## src/rtl/alu_sequencer.sv

```systemverilog
// Program sequencer for an external accumulator ALU: buffers {opcode, B} entries,
// replays them one per cycle from a seed, and reports the final result or the faulting entry.
module alu_sequencer #(
    parameter int DEPTH = 8,
    parameter int WIDTH = 16
) (
    input  logic             clk,
    input  logic             rst,
    input  logic             wr_en,
    input  logic [2:0]       wr_opcode,
    input  logic [WIDTH-1:0] wr_operand,
    output logic             wr_ready,
    input  logic             prog_clr,
    input  logic             start,
    input  logic [WIDTH-1:0] seed,
    output logic             alu_rst,
    output logic [WIDTH-1:0] alu_A,
    output logic [WIDTH-1:0] alu_B,
    output logic [2:0]       alu_opcode,
    input  logic [WIDTH-1:0] alu_out,
    input  logic             alu_status,
    output logic             busy,
    output logic             done,
    output logic             error,
    output logic [WIDTH-1:0] result,
    output logic [2:0]       err_index,
    output logic [3:0]       count
);

    localparam int         AW      = (DEPTH > 1) ? $clog2(DEPTH) : 1;
    localparam logic [3:0] DEPTH_C = 4'(DEPTH);

    typedef enum logic [1:0] {S_IDLE, S_CLEAR, S_ISSUE, S_DRAIN} state_t;

    state_t           r_state;
    state_t           w_next;
    logic [2:0]       r_op_mem [DEPTH];
    logic [WIDTH-1:0] r_b_mem  [DEPTH];
    logic [3:0]       r_count;
    logic [AW-1:0]    r_idx;
    logic [WIDTH-1:0] r_seed;
    logic [WIDTH-1:0] r_result;
    logic             r_done;
    logic             r_error;
    logic [2:0]       r_err_index;

    logic             w_room;
    logic             w_last;
    logic             w_abort;
    logic             w_mem_we;
    logic [AW-1:0]    w_wr_addr;

    assign w_room    = (r_count < DEPTH_C);
    assign w_last    = ((4'(r_idx) + 4'd1) == r_count);
    // Status in the first ISSUE cycle belongs to no instruction yet, so it is masked.
    assign w_abort   = (r_state == S_ISSUE) && (r_idx != {AW{1'b0}}) && alu_status;
    assign w_mem_we  = (r_state == S_IDLE) && !start && wr_en && (prog_clr || w_room);
    assign w_wr_addr = prog_clr ? {AW{1'b0}} : r_count[AW-1:0];

    // State register.
    always_ff @(posedge clk) begin
        if (rst) begin
            r_state <= S_IDLE;
        end else begin
            r_state <= w_next;
        end
    end

    // Next-state decode.
    always_comb begin
        w_next = r_state;
        case (r_state)
            S_IDLE: begin
                if (start && (r_count != 4'd0)) begin
                    w_next = S_CLEAR;
                end else begin
                    w_next = S_IDLE;
                end
            end
            S_CLEAR: w_next = S_ISSUE;
            S_ISSUE: begin
                if (w_abort) begin
                    w_next = S_IDLE;
                end else if (w_last) begin
                    w_next = S_DRAIN;
                end else begin
                    w_next = S_ISSUE;
                end
            end
            S_DRAIN: w_next = S_IDLE;
            default: w_next = S_IDLE;
        endcase
    end

    // Program buffer storage; contents survive runs and resets, only count is cleared.
    always_ff @(posedge clk) begin
        if (w_mem_we) begin
            r_op_mem[w_wr_addr] <= wr_opcode;
            r_b_mem[w_wr_addr]  <= wr_operand;
        end
    end

    // Entry count, run index and result/status capture.
    always_ff @(posedge clk) begin
        if (rst) begin
            r_count     <= 4'd0;
            r_idx       <= {AW{1'b0}};
            r_seed      <= {WIDTH{1'b0}};
            r_result    <= {WIDTH{1'b0}};
            r_done      <= 1'b0;
            r_error     <= 1'b0;
            r_err_index <= 3'd0;
        end else begin
            r_done <= 1'b0;
            case (r_state)
                S_IDLE: begin
                    if (start) begin
                        r_error <= 1'b0;
                        if (r_count != 4'd0) begin
                            r_seed <= seed;
                            r_idx  <= {AW{1'b0}};
                        end else begin
                            r_result <= seed;
                            r_done   <= 1'b1;
                        end
                    end else if (prog_clr) begin
                        r_count <= wr_en ? 4'd1 : 4'd0;
                    end else if (wr_en && w_room) begin
                        r_count <= r_count + 4'd1;
                    end else begin
                        r_count <= r_count;
                    end
                end
                S_CLEAR: r_idx <= {AW{1'b0}};
                S_ISSUE: begin
                    if (w_abort) begin
                        r_result    <= alu_out;
                        r_err_index <= 3'(r_idx - AW'(1));
                        r_error     <= 1'b1;
                        r_done      <= 1'b1;
                    end else if (!w_last) begin
                        r_idx <= r_idx + AW'(1);
                    end else begin
                        r_idx <= r_idx;
                    end
                end
                S_DRAIN: begin
                    if (alu_status) begin
                        r_error     <= 1'b1;
                        r_err_index <= 3'(r_count - 4'd1);
                    end
                    r_result <= alu_out;
                    r_done   <= 1'b1;
                end
                default: r_done <= 1'b0;
            endcase
        end
    end

    // ALU drive; an aborting cycle zeroes the op so the next entry never reaches the ALU.
    always_comb begin
        alu_rst    = 1'b1;
        alu_A      = {WIDTH{1'b0}};
        alu_B      = {WIDTH{1'b0}};
        alu_opcode = 3'd0;
        case (r_state)
            S_IDLE:  alu_rst = 1'b1;
            S_CLEAR: alu_A   = r_seed;
            S_ISSUE: begin
                alu_rst = 1'b0;
                alu_A   = r_seed;
                if (!w_abort) begin
                    alu_opcode = r_op_mem[r_idx];
                    alu_B      = r_b_mem[r_idx];
                end else begin
                    alu_opcode = 3'd0;
                    alu_B      = {WIDTH{1'b0}};
                end
            end
            S_DRAIN: alu_rst = 1'b0;
            default: alu_rst = 1'b1;
        endcase
    end

    assign wr_ready  = (r_state == S_IDLE) && w_room;
    assign busy      = (r_state != S_IDLE);
    assign done      = r_done;
    assign error     = r_error;
    assign result    = r_result;
    assign err_index = r_err_index;
    assign count     = r_count;

endmodule

```

## config.mk

```make
export PLATFORM = sky130hd
export DESIGN_NAME = alu_sequencer
export DESIGN_NICKNAME = d
export VERILOG_FILES = /design/src/rtl/alu_sequencer.sv
export SDC_FILE = /design/constraint.sdc
export NUM_CORES = 1
export LEC_CHECK = 0
export ABC_AREA = 1
export BUFFER_PORTS_ARGS = -buffer_cell sky130_fd_sc_hd__buf_2
export CORE_MARGIN = 2
export CORE_UTILIZATION = 52
export DETAILED_ROUTE_END_ITERATION = 7
export PLACE_DENSITY = 0.83
export SETUP_SLACK_MARGIN = 0.15
export SYNTH_ARGS = -nofsm -noshare
export SYNTH_HDL_FRONTEND = slang
export SYNTH_SLANG_ARGS = --single-unit
```

## constraint.sdc

```tcl
create_clock -name clk -period 3.6 [get_ports clk]
set_clock_uncertainty 0.2 [all_clocks]
set_input_delay 0.18 -clock clk [delete_from_list [all_inputs] [get_ports clk]]
set_output_delay 0.18 -clock clk [all_outputs]
set_load 0.01 [all_outputs]
```

* Yosys cells after proc, flatten, opt, wreduce, memory -nomap -nowiden
Memories as Yosys holds them, arrays and structs flattened. A register that Yosys moved wholly into a read port is not among the register bits.
Cells that the tools add are included.
** Operators by class
- Bitwise logic cells :: 1
- Reductions and logical operators :: 26
- Muxes and demuxes :: 40
- $add $sub $neg :: 5
- $lt $le $gt $ge :: 1
- Eq/ne operators :: 11
** Operators by type and width (count)
- $mux W16 :: 6
- $pmux W16 S3 :: 1
- $mux W3 :: 13
- $mux W1 :: 12
- $ne A2 B2 Y1 const B :: 6
- $pmux W3 S3 :: 1
- $reduce_and A3 Y1 :: 3
- $reduce_bool A3 Y1 :: 3
- $logic_and A1 B1 Y1 :: 8
- $mux W4 :: 2
- $pmux W2 S4 :: 1
- $reduce_and A4 Y1 :: 2
- $pmux W1 S3 :: 2
- $pmux W3 S2 :: 1
- $reduce_bool A2 Y1 :: 3
- $sub A3 B1 Y3 const B :: 2
- $reduce_and A5 Y1 :: 1
- $add A3 B1 Y4 const B :: 1
- $add A4 B1 Y4 const B :: 1
- $eq A2 B2 Y1 const B :: 2
- $eq A4 B4 Y1 :: 1
- $lt A4 B4 Y1 const B :: 1
- $reduce_bool A4 Y1 :: 1
- $reduce_or A2 Y1 :: 2
- other kinds (8) :: 8
** Word-level totals
- Input bits :: 57
- Output and inout bits :: 63
- Memories :: 2
- Bits in registers :: 46
- Logic and storage cells :: 94
- Bits in writable memories :: 152
** Memory list
- r_b_mem :: depth 8, width 16, read ports 1, clocked after memory_dff 1, write ports 1, RTL line 38 : logic [WIDTH-1:0] r_b_mem [DEPTH];
- r_op_mem :: depth 8, width 3, read ports 1, clocked after memory_dff 1, write ports 1, RTL line 37 : logic [2:0] r_op_mem [DEPTH];

* Logic depth before layout (Yosys ltp)
Gate-level depths: netlist of the first run.
- Word-level depth :: 7
- Gate-level depth with buffers :: 12
- Mapped depth without buffers :: 12

* Worst setup path before layout of the first run
No wires, ideal clock.
- Path kind :: register to register
- Start :: register r_state[1]
- End :: memory r_b_mem[6][0], enable pin
- Clock period less this slack :: 3.441 ns
- Path buffers :: 0
- Arrival :: 2.795 ns
- Required time :: 2.955 ns
- Cell stages (with the launch flop) :: 7
- Slack :: 0.159 ns
- Library setup time :: 0.445 ns
- Cell sequence :: dfxtp_1 inv_1 ha_1 nand2_1 inv_1 nand2_1 nor4_1
** Between the ends
- Word-level cells in the longest chain between the ends :: 6
** RTL lines
- start: declaration :: RTL line 35 : state_t r_state;
- start signal: assignment :: RTL line 65 : r_state <= w_next;
- $logic_not A2 Y1 :: RTL line 57 : assign w_mem_we = (r_state == S_IDLE) && !start && wr_en && (prog_clr || w_room);
- $logic_and A1 B1 Y1 (3 in series) :: RTL line 57
- $mux W1 :: RTL line 97 : if (w_mem_we) begin
- $mux W1 (not written as such) :: RTL line 99 : r_b_mem[w_wr_addr] <= wr_operand;
- end: declaration :: RTL line 38
No other way between the ends.

* Final worst setup path of the first run
- Start :: register r_state[0]
- End :: output alu_B[8]
** Between the ends
- Word-level cells in the longest chain between the ends :: 5
** RTL lines
- $eq A2 B2 Y1 * :: RTL line 56, 166
- $logic_and A1 B1 Y1 (2 in series) :: RTL line 56 : assign w_abort = (r_state == S_ISSUE) && (r_idx != {AW{1'b0}}) && alu_status;
- $mux W16 :: RTL line 172 : if (!w_abort) begin
- $mux W16 * :: RTL line 166 : case (r_state)
- end: declaration :: RTL line 18 : output logic [WIDTH-1:0] alu_B,
Every way passes the cells marked *; elsewhere a longest branch is shown, timed or not.

==> impl_metrics.yaml, run 1 <==
run_status:
  status: "finished clean"
route:
  viasPerCell: 5.45
  drt_iter0_drc: 685
  firstDrtPassIters: 7
  ant_nets: 0
  drt-total-wl_um: 20900
  avgRoutedWirePerCell_um: 17.0
  drc: 0
  vias: 6731
worst_setup_path:
  cp_top_family: "buffers and inverters"
  critPathMaxFanout: 20
  slowest_stage: "inv_1"
  startpoint: "r_state[0]"
  critPathBufInv: 3
  endpoint_kind: "output port"
  r2r_start: "r_state[0]"
  crit_type: "reg -> out"
  crit_top_cell: "inv_1"
  cp.required_ps: 3220
  crit_arrival_ps: 2700
  max_stage_delay_ps: 710
  cp_cell_sequence: "inv_1 -> ha_1 -> nand3_2 -> nand2_2 -> inv_1 -> nand2_1 -> nor2_1 -> buf_2"
  start_kind: "flip-flop"
grt:
  antenna_found_initial: 0
  grt_pass1_wl_um: 33700
  overflow: 0
  grt_pass1_vias: 6806
  grt_max_degree: 77
  track_usage: 0.238
clocking:
  cts_htree_levels: 1
  cts_tree: "yes"
  holdBufCountCts: 56
  clockBufferDepth: 3
  cts.sinks: 201
  clkTransAtPathRegs_ps: 60
  postCtsSetupBuffers: 0
  clk_latency_ps: 490
  numCtsBuffers: 21
  cts-root-buf: "clkbuf_16"
  cts_resized: 0
cells_and_area:
  n_antenna_cell: 0
  area_growth_pct: 23.1
  nets: 1073
  nFillCells: 1137
  drive_gt1_frac: 0.183
  final_cell_mix: "184 x nor2_1, 152 x edfxtp_1, 119 x buf_2, 118 x nand2_1, 103 x o21ai_0"
  final_common_cell: "nor2_1"
floorplanning:
  die_y_um: 132
  dieWidth_um: 132
  fp-row-count: 46
  start_util: 0.534
  pin_count: 120
  core_area_mm2: 0.0159
  die_area_mm2: 0.0174
logic_synthesis:
  netlist_instances: 839
  avgSynthCellArea_um2: 10.1
  synthFlopType: "edfxtp_1"
  synth.distinct_cells: 33
  synth_edf_count: 152
  ys_ff_latch: 201
  syn_area_mm2: 0.00852
  seq_area_frac_synth: 0.651
  syn-num-nets: 906
  synthArstFlopShare: 0
  yosys_warnings: 0
timing:
  max_freq_mhz: 325
  fin_setup_tns_ps: 0
  final_hold_viol_count: 0
  timing.hold.ws_ps: 242
  timing.final.ws_setup_ps: 519
  worst_pin_slew_ps: 1070
  fin_crit_ps: 3080
  setup_viol: 0
  fin_crit_sh: 0.856
  rsz0062_at_grt: "no"
  slew_headroom: 0.283
  slew_violations: 0
run:
  cap_violations: 0
worst_hold_path:
  worst_hold_startpoint: "result[5]"
  hp-class: "reg -> reg"
pwr:
  power_density_mw_per_mm2: 692
  ir_drop_v: 0.000497
  power.leakage_uw: 0.00425
placement:
  gp_congestion: 0.810
  dp_slack_ps: 1040
  dpl.hpwl_um: 11800
  port-buffer-count: 119
[cell type report]
class	instances	area, µm²	share of cell area
multi-input combinational	532	2550	0.243
tap	216	270	0.0258
clock inverter	11	73.8	0.00704
timing repair buffer	189	1270	0.121
sequential	201	5550	0.529
clock buffer	25	541	0.0516
inverter	61	229	0.0218
[report_power, final]
group / internal, µW / switching [µW] / leakage (µW)
sequential: 2740 / 167 / 0.00178
combinational: 767 / 1620 / 0.00217
clock: 1130 / 828 / 0.000297
[cells in the mapped netlist, types with 2 or more instances]
cell type | number | area (µm²)
buf_4 | 5 | 37.5
nand3_1 | 7 | 35.0
a21oi_1 | 48 | 240
edfxtp_1 | 152 | 4560
dfxtp_1 | 49 | 981
nor2_4 | 2 | 22.5
inv_2 | 4 | 15.0
o21ai_0 | 103 | 515
o21ai_1 | 14 | 70.1
clkbuf_1 | 21 | 78.8
buf_2 | 14 | 70.1
nand2_2 | 3 | 18.8
nor2_1 | 184 | 691
nor3_1 | 9 | 45.0
ha_1 | 10 | 125
nand3_2 | 4 | 40.0
o221ai_1 | 19 | 166
buf_6 | 2 | 22.5
nand2_1 | 118 | 443
or2_1 | 2 | 12.5
inv_1 | 57 | 214
[path summary, 6_finish.rpt]
kind | to | slack, ps | cells past startpoint
setup reg to reg | result[4] | 1210 | 7
hold reg to reg | result[5] | 240 | 2
hold / removal | result[5] | 240 | 2
setup / recovery | alu_B[8] | 520 | 8
[tightest hold or removal path, cell delays in order, from the launching register on]
cell and delay (ps):
dfxtp_1 300, inv_1 50, a21oi_1 50
[kinds of logic (layout without fill, tap and decap cells)]
group,Yosys count,count (layout),synth area share
buf+inv,106,286,0.0542
compound gates,186,186,0.118
fa+ha+maj,10,10,0.0147
simple gates,334,334,0.160
flops,201,201,0.651
xor+xnor,2,2,0.00206
[registers in the layout, indices dropped and copies added (netlist names), named ones only]
| register | flops |
|---|---|
| r_b_mem | 128 |
| r_op_mem | 24 |
| r_seed | 16 |
| result | 16 |
| count | 4 |
| err_index | 3 |
| r_idx | 3 |
| r_state | 2 |
| done | 1 |
| error | 1 |
[metal layers]
metal  share of wire  global-route usage  vias to the layer above
li1                -                   -                     3187
met2            0.51               0.425                      308
met1            0.40               0.289                     3177
met3           0.071              0.0415                       59
met5               0                   0                        -
met4           0.029              0.0918                        0
[metrics by stage]
stage | cells | area [µm²] | total power (µW) | utilization
after floorplan | 839 | 8520 | 4550 | -
after CTS | 1235 | 10500 | 7250 | 0.658
after detailed placement | 1143 | 9310 | 5230 | 0.584
after global routing | 1235 | 10500 | 7660 | 0.658
after global placement | 1143 | 9310 | 5190 | 0.584
final | 1235 | 10500 | 7260 | 0.658
No activity file was read; power rests on OpenSTA's default activity.
==> inputs of run 2 (changes only) <==
==> constraint.sdc (replaced) <==
create_clock -name clk -period 3.6 [get_ports clk]
set_clock_uncertainty 0.2 [all_clocks]
set_input_delay 1.08 -clock clk [delete_from_list [all_inputs] [get_ports clk]]
set_output_delay 1.08 -clock clk [all_outputs]
set_load 0.01 [all_outputs]
==> run 2 against run 1 <==
Net effect:
- clock power rose by 7%
- via count fell by 4.8%
- sequential share of layout area rose by 2.2 points
- final cell count fell by 4.0%
- combinational power barely moved
- non-clock buffer count fell by 50
==> impl_metrics.yaml, run 2 (synthesized netlist as in run 1, its figures left out) <==
worst_setup_path:
  start_kind: "flip-flop"
  crit_type: "reg -> out"
  cp_top_family: "buffers and inverters"
  slowest_stage: "dfxtp_1"
  cp.required_ps: 2320
  crit_arrival_ps: 2050
  max_stage_delay_ps: 380
  critPathMaxFanout: 20
  endpoint_kind: "output port"
  critPathBufInv: 4
  cp_cell_sequence: "inv_1 -> ha_4 -> nand3_2 -> nand2_2 -> inv_1 -> buf_12 -> nand2_1 -> nor2_1 -> buf_2"
  crit_top_cell: "inv_1"
timing:
  final_hold_viol_count: 0
  worst_pin_slew_ps: 608
  fin_crit_ps: 3330
  timing.final.ws_setup_ps: 269
  slew_violations: 0
  max_freq_mhz: 300
  timing.hold.ws_ps: 245
  setup_viol: 0
  slew_headroom: 0.594
  rsz0062_at_grt: "yes"
  fin_crit_sh: 0.925
  fin_setup_tns_ps: 0
floorplanning:
  start_util: 0.534
  fp-row-count: 46
  pin_count: 120
  die_area_mm2: 0.0174
  dieWidth_um: 132
  die_y_um: 132
  core_area_mm2: 0.0159
grt:
  antenna_found_initial: 1
  overflow: 0
  track_usage: 0.216
  grt_pass1_vias: 6262
  grt_max_degree: 45
  grt_pass1_wl_um: 30700
pwr:
  ir_drop_v: 0.000380
  power_density_mw_per_mm2: 732
  power.leakage_uw: 0.00407
clocking:
  cts-root-buf: "clkbuf_16"
  clk_latency_ps: 480
  cts_htree_levels: 1
  numCtsBuffers: 21
  clockBufferDepth: 3
  cts.sinks: 201
  clkTransAtPathRegs_ps: 60
  holdBufCountCts: 0
  cts_tree: "yes"
placement:
  gp_congestion: 0.840
  dp_slack_ps: 311
  dpl_cell_area_mm2: 0.00938
  port-buffer-count: 119
  dpl.hpwl_um: 11600
run_status:
  status: "finished clean"
route:
  drt_iter0_drc: 472
  drt-total-wl_um: 19100
  avgRoutedWirePerCell_um: 16.1
  viasPerCell: 5.40
  vias: 6410
  firstDrtPassIters: 5
  ant_nets: 0
  drc: 0
cells_and_area:
  area_growth_pct: 18.4
  drive_gt1_frac: 0.205
  top_register: "r_b_mem"
  final_common_cell: "nor2_1"
  largest_register_ffs: 128
  nets: 1023
  utilization: 0.632
  fin_area_mm2: 0.0101
  reg_top3: "r_b_mem x128, r_op_mem x24"
  final_cell_mix: "184 x nor2_1, 152 x edfxtp_1, 119 x buf_2, 118 x nand2_1, 103 x o21ai_0"
worst_hold_path:
  hp-class: "reg -> reg"
run:
  cap_violations: 0
[run 2: timing repair]
| item | 4_1_cts | 5_1_grt |
|---|---|---|
| resized for setup | 3 | 6 |
| endpoints found under the setup margin | 3 | 19 |
| buffers inserted | 0 | 0 |
[run 2: final cells by class]
class,instances,area (µm²)
Antenna cell,1,2.50
Clock buffer,24,537
Clock inverter,12,131
Fill cell,1238,5860
Inverter,61,231
Multi-Input combinational cell,532,2580
Sequential cell,201,5550
Tap cell,216,270
Timing Repair Buffer,139,782
[run 2: tightest hold or removal path, delay by kind of cell, from the launching register on]
family,cells,cell delay (ps)
DFF,1,310
AOI/OAI and AO/OA,1,50
buffers and inverters,1,40
[run 2: path summary, 6_finish.rpt]
path | slack, ps | endpoint | depth (start not counted) | from
max | 270 | alu_B[3] | 9 | r_state[0]
min | 240 | result[9] | 2 | result[9]
max reg2reg | 1130 | result[0] | 8 | r_state[1]
min reg2reg | 240 | result[9] | 2 | result[9]
[run 2: per-stage QoR]
stage | std cells | total power, µW
after floorplan | 839 | 4560
after global placement | 1149 | 5220
after detailed placement | 1149 | 5290
after CTS | 1185 | 7390
after global routing | 1186 | 7830
final | 1186 | 7380
[run 2: layer usage]
layer | GRT usage | vias up | part of all wire
met4 | 0.0791 | 0 | 0.024
li1 | - | 3094 | -
met3 | 0.0377 | 38 | 0.077
met1 | 0.270 | 2978 | 0.40
met5 | 0 | - | 0
met2 | 0.378 | 300 | 0.50
[run 2: report_power, final]
part / internal (µW) / switching, µW
combinational: 785 / 1600
clock: 1220 / 864
sequential: 2740 / 166
total: 4750 / 2630
==> inputs of run 3 (changes only) <==
--- a/config.mk
+++ b/config.mk
@@ -6,11 +6,12 @@
 export NUM_CORES = 1
 export LEC_CHECK = 0
 export ABC_AREA = 1
+export ABC_CLOCK_PERIOD_IN_PS = 3400
 export BUFFER_PORTS_ARGS = -buffer_cell sky130_fd_sc_hd__buf_2
 export CORE_MARGIN = 2
-export CORE_UTILIZATION = 52
+export CORE_UTILIZATION = 55
 export DETAILED_ROUTE_END_ITERATION = 7
-export PLACE_DENSITY = 0.83
+export PLACE_DENSITY = 0.84
 export SETUP_SLACK_MARGIN = 0.15
 export SYNTH_ARGS = -nofsm -noshare
 export SYNTH_HDL_FRONTEND = slang
==> constraint.sdc (replaced) <==
create_clock -name clk -period 3.4 [get_ports clk]
set_clock_uncertainty 0.2 [all_clocks]
set_input_delay 1.02 -clock clk [delete_from_list [all_inputs] [get_ports clk]]
set_output_delay 1.02 -clock clk [all_outputs]
set_load 0.01 [all_outputs]
==> run 3 against run 2 <==
Net effect:
- wire length increased by 2.6%
- utilization increased by 3.4 points
- critical endpoint is now alu_B[10]
- critical path depth decreased by 3
- combinational power increased by 8%
- final cell count decreased by 1.5%
- flip-flop and latch count unchanged
==> impl_metrics.yaml, run 3 (synthesized netlist as in run 1, its figures left out) <==
run_status:
  status: "finished clean"
clocking:
  holdBufCountCts: 0
  cts-root-buf: "clkbuf_16"
  cts_tree: "yes"
  clockBufferDepth: 3
  clk_latency_ps: 480
  numCtsBuffers: 20
  clkTransAtPathRegs_ps: 60
  cts.sinks: 201
  cts_htree_levels: 1
timing:
  final_hold_viol_count: 0
  fin_crit_sh: 0.949
  setup_viol: 0
  timing.hold.ws_ps: 244
  fin_setup_tns_ps: 0
  rsz0062_at_grt: "yes"
  slew_violations: 0
  slew_headroom: 0.606
  max_freq_mhz: 310
  worst_pin_slew_ps: 590
  fin_crit_ps: 3230
route:
  drt-total-wl_um: 19600
  ant_nets: 0
  drc: 0
  viasPerCell: 5.55
  vias: 6480
  avgRoutedWirePerCell_um: 16.8
  drt_iter0_drc: 671
  firstDrtPassIters: 5
cells_and_area:
  final_cell_mix: "184 x nor2_1, 152 x edfxtp_1, 119 x buf_2, 118 x nand2_1, 103 x o21ai_0"
  fin_area_mm2: 0.0101
  largest_register_ffs: 128
  reg_top3: "r_b_mem x128, r_op_mem x24"
  area_growth_pct: 18.6
  nets: 1033
  drive_gt1_frac: 0.214
  nFillCells: 1143
  top_register: "r_b_mem"
  final_common_cell: "nor2_1"
  n_antenna_cell: 0
grt:
  grt_pass1_vias: 6096
  overflow: 0
  track_usage: 0.235
  grt_pass1_wl_um: 30500
  antenna_found_initial: 1
  grt_max_degree: 41
pwr:
  power_density_mw_per_mm2: 769
  power.leakage_uw: 0.00411
  ir_drop_v: 0.000494
  power.total_uw: 7760
worst_setup_path:
  r2r_end: "r_b_mem[6][9]"
  start_kind: "flip-flop"
  ff2ff_setup_slack_ps: 1020
  crit_type: "reg -> out"
  r2r_start: "r_state[0]"
  cp.required_ps: 2180
  endpoint_kind: "output port"
  critPathMaxFanout: 38
  crit_arrival_ps: 2010
  reg2reg_depth: 7
floorplanning:
  pin_count: 120
  core_area_mm2: 0.0151
  die_y_um: 128
  dieWidth_um: 128
  fp-row-count: 45
  die_area_mm2: 0.0165
  start_util: 0.562
worst_hold_path:
  hp-class: "reg -> reg"
  whs_path_depth: 2
  worst_hold_startpoint: "result[5]"
  min_to: "result[5]"
placement:
  dpl_cell_area_mm2: 0.00936
  gp_congestion: 0.789
  port-buffer-count: 119
  dpl.hpwl_um: 12000
run:
  cap_violations: 0
==> run 3: layout make-up <==
cell class,count,area (µm²),area share
Multi-Input combinational cell,532,2580,0.256
Sequential cell,201,5560,0.550
Tap cell,188,235,0.0233
Inverter,61,235,0.0233
Timing Repair Buffer,150,872,0.0863
Clock inverter,8,65.1,0.00644
Clock buffer,28,552,0.0546
==> run 3: power breakdown <==
part	switching [µW]	internal, µW
Clock	868	1210
Sequential	196	2910
Combinational	1690	890
Total	2760	5010
==> run 3: metrics by stage <==
step,worst slack [ps],instances,util
detailed placement,237,1125,0.618
finish,172,1168,0.667
global route,82.7,1168,0.667
CTS,164,1162,0.663
floorplan,17.7,839,-
global placement,306,1125,0.618
==> run 3: worst max-delay path by stage <==
stage                    endpoint  slack, ps
global placement        alu_B[10]        310
global route            alu_B[10]         80
floorplan           r_b_mem[0][0]         20
finish                  alu_B[10]        170
detailed placement      alu_B[10]        240
CTS                     alu_B[10]        160
==> run 3: critical path, cell delays in order, from the launching register on <==
cell and delay (ps):
dfxtp_1 390, buf_6 310, o21ai_0 170, o221ai_1 270, nand2_1 100, nor2_1 130, buf_2 150
==> run 3: timing repair <==
item | CTS | global route
gates resized for setup | 13 | 3
buffers inserted | 0 | 6
gates cloned | 1 | 0
setup endpoints to repair | 19 | 35
==> run 3: metal layers <==
metal / track usage / wire length, µm / up-vias
met2: 0.417 / 10000 / 258
met5: 0 / 13 / -
met4: 0.0763 / 427 / 2
met3: 0.0412 / 1340 / 32
met1: 0.292 / 7800 / 3072
li1: - / - / 3116
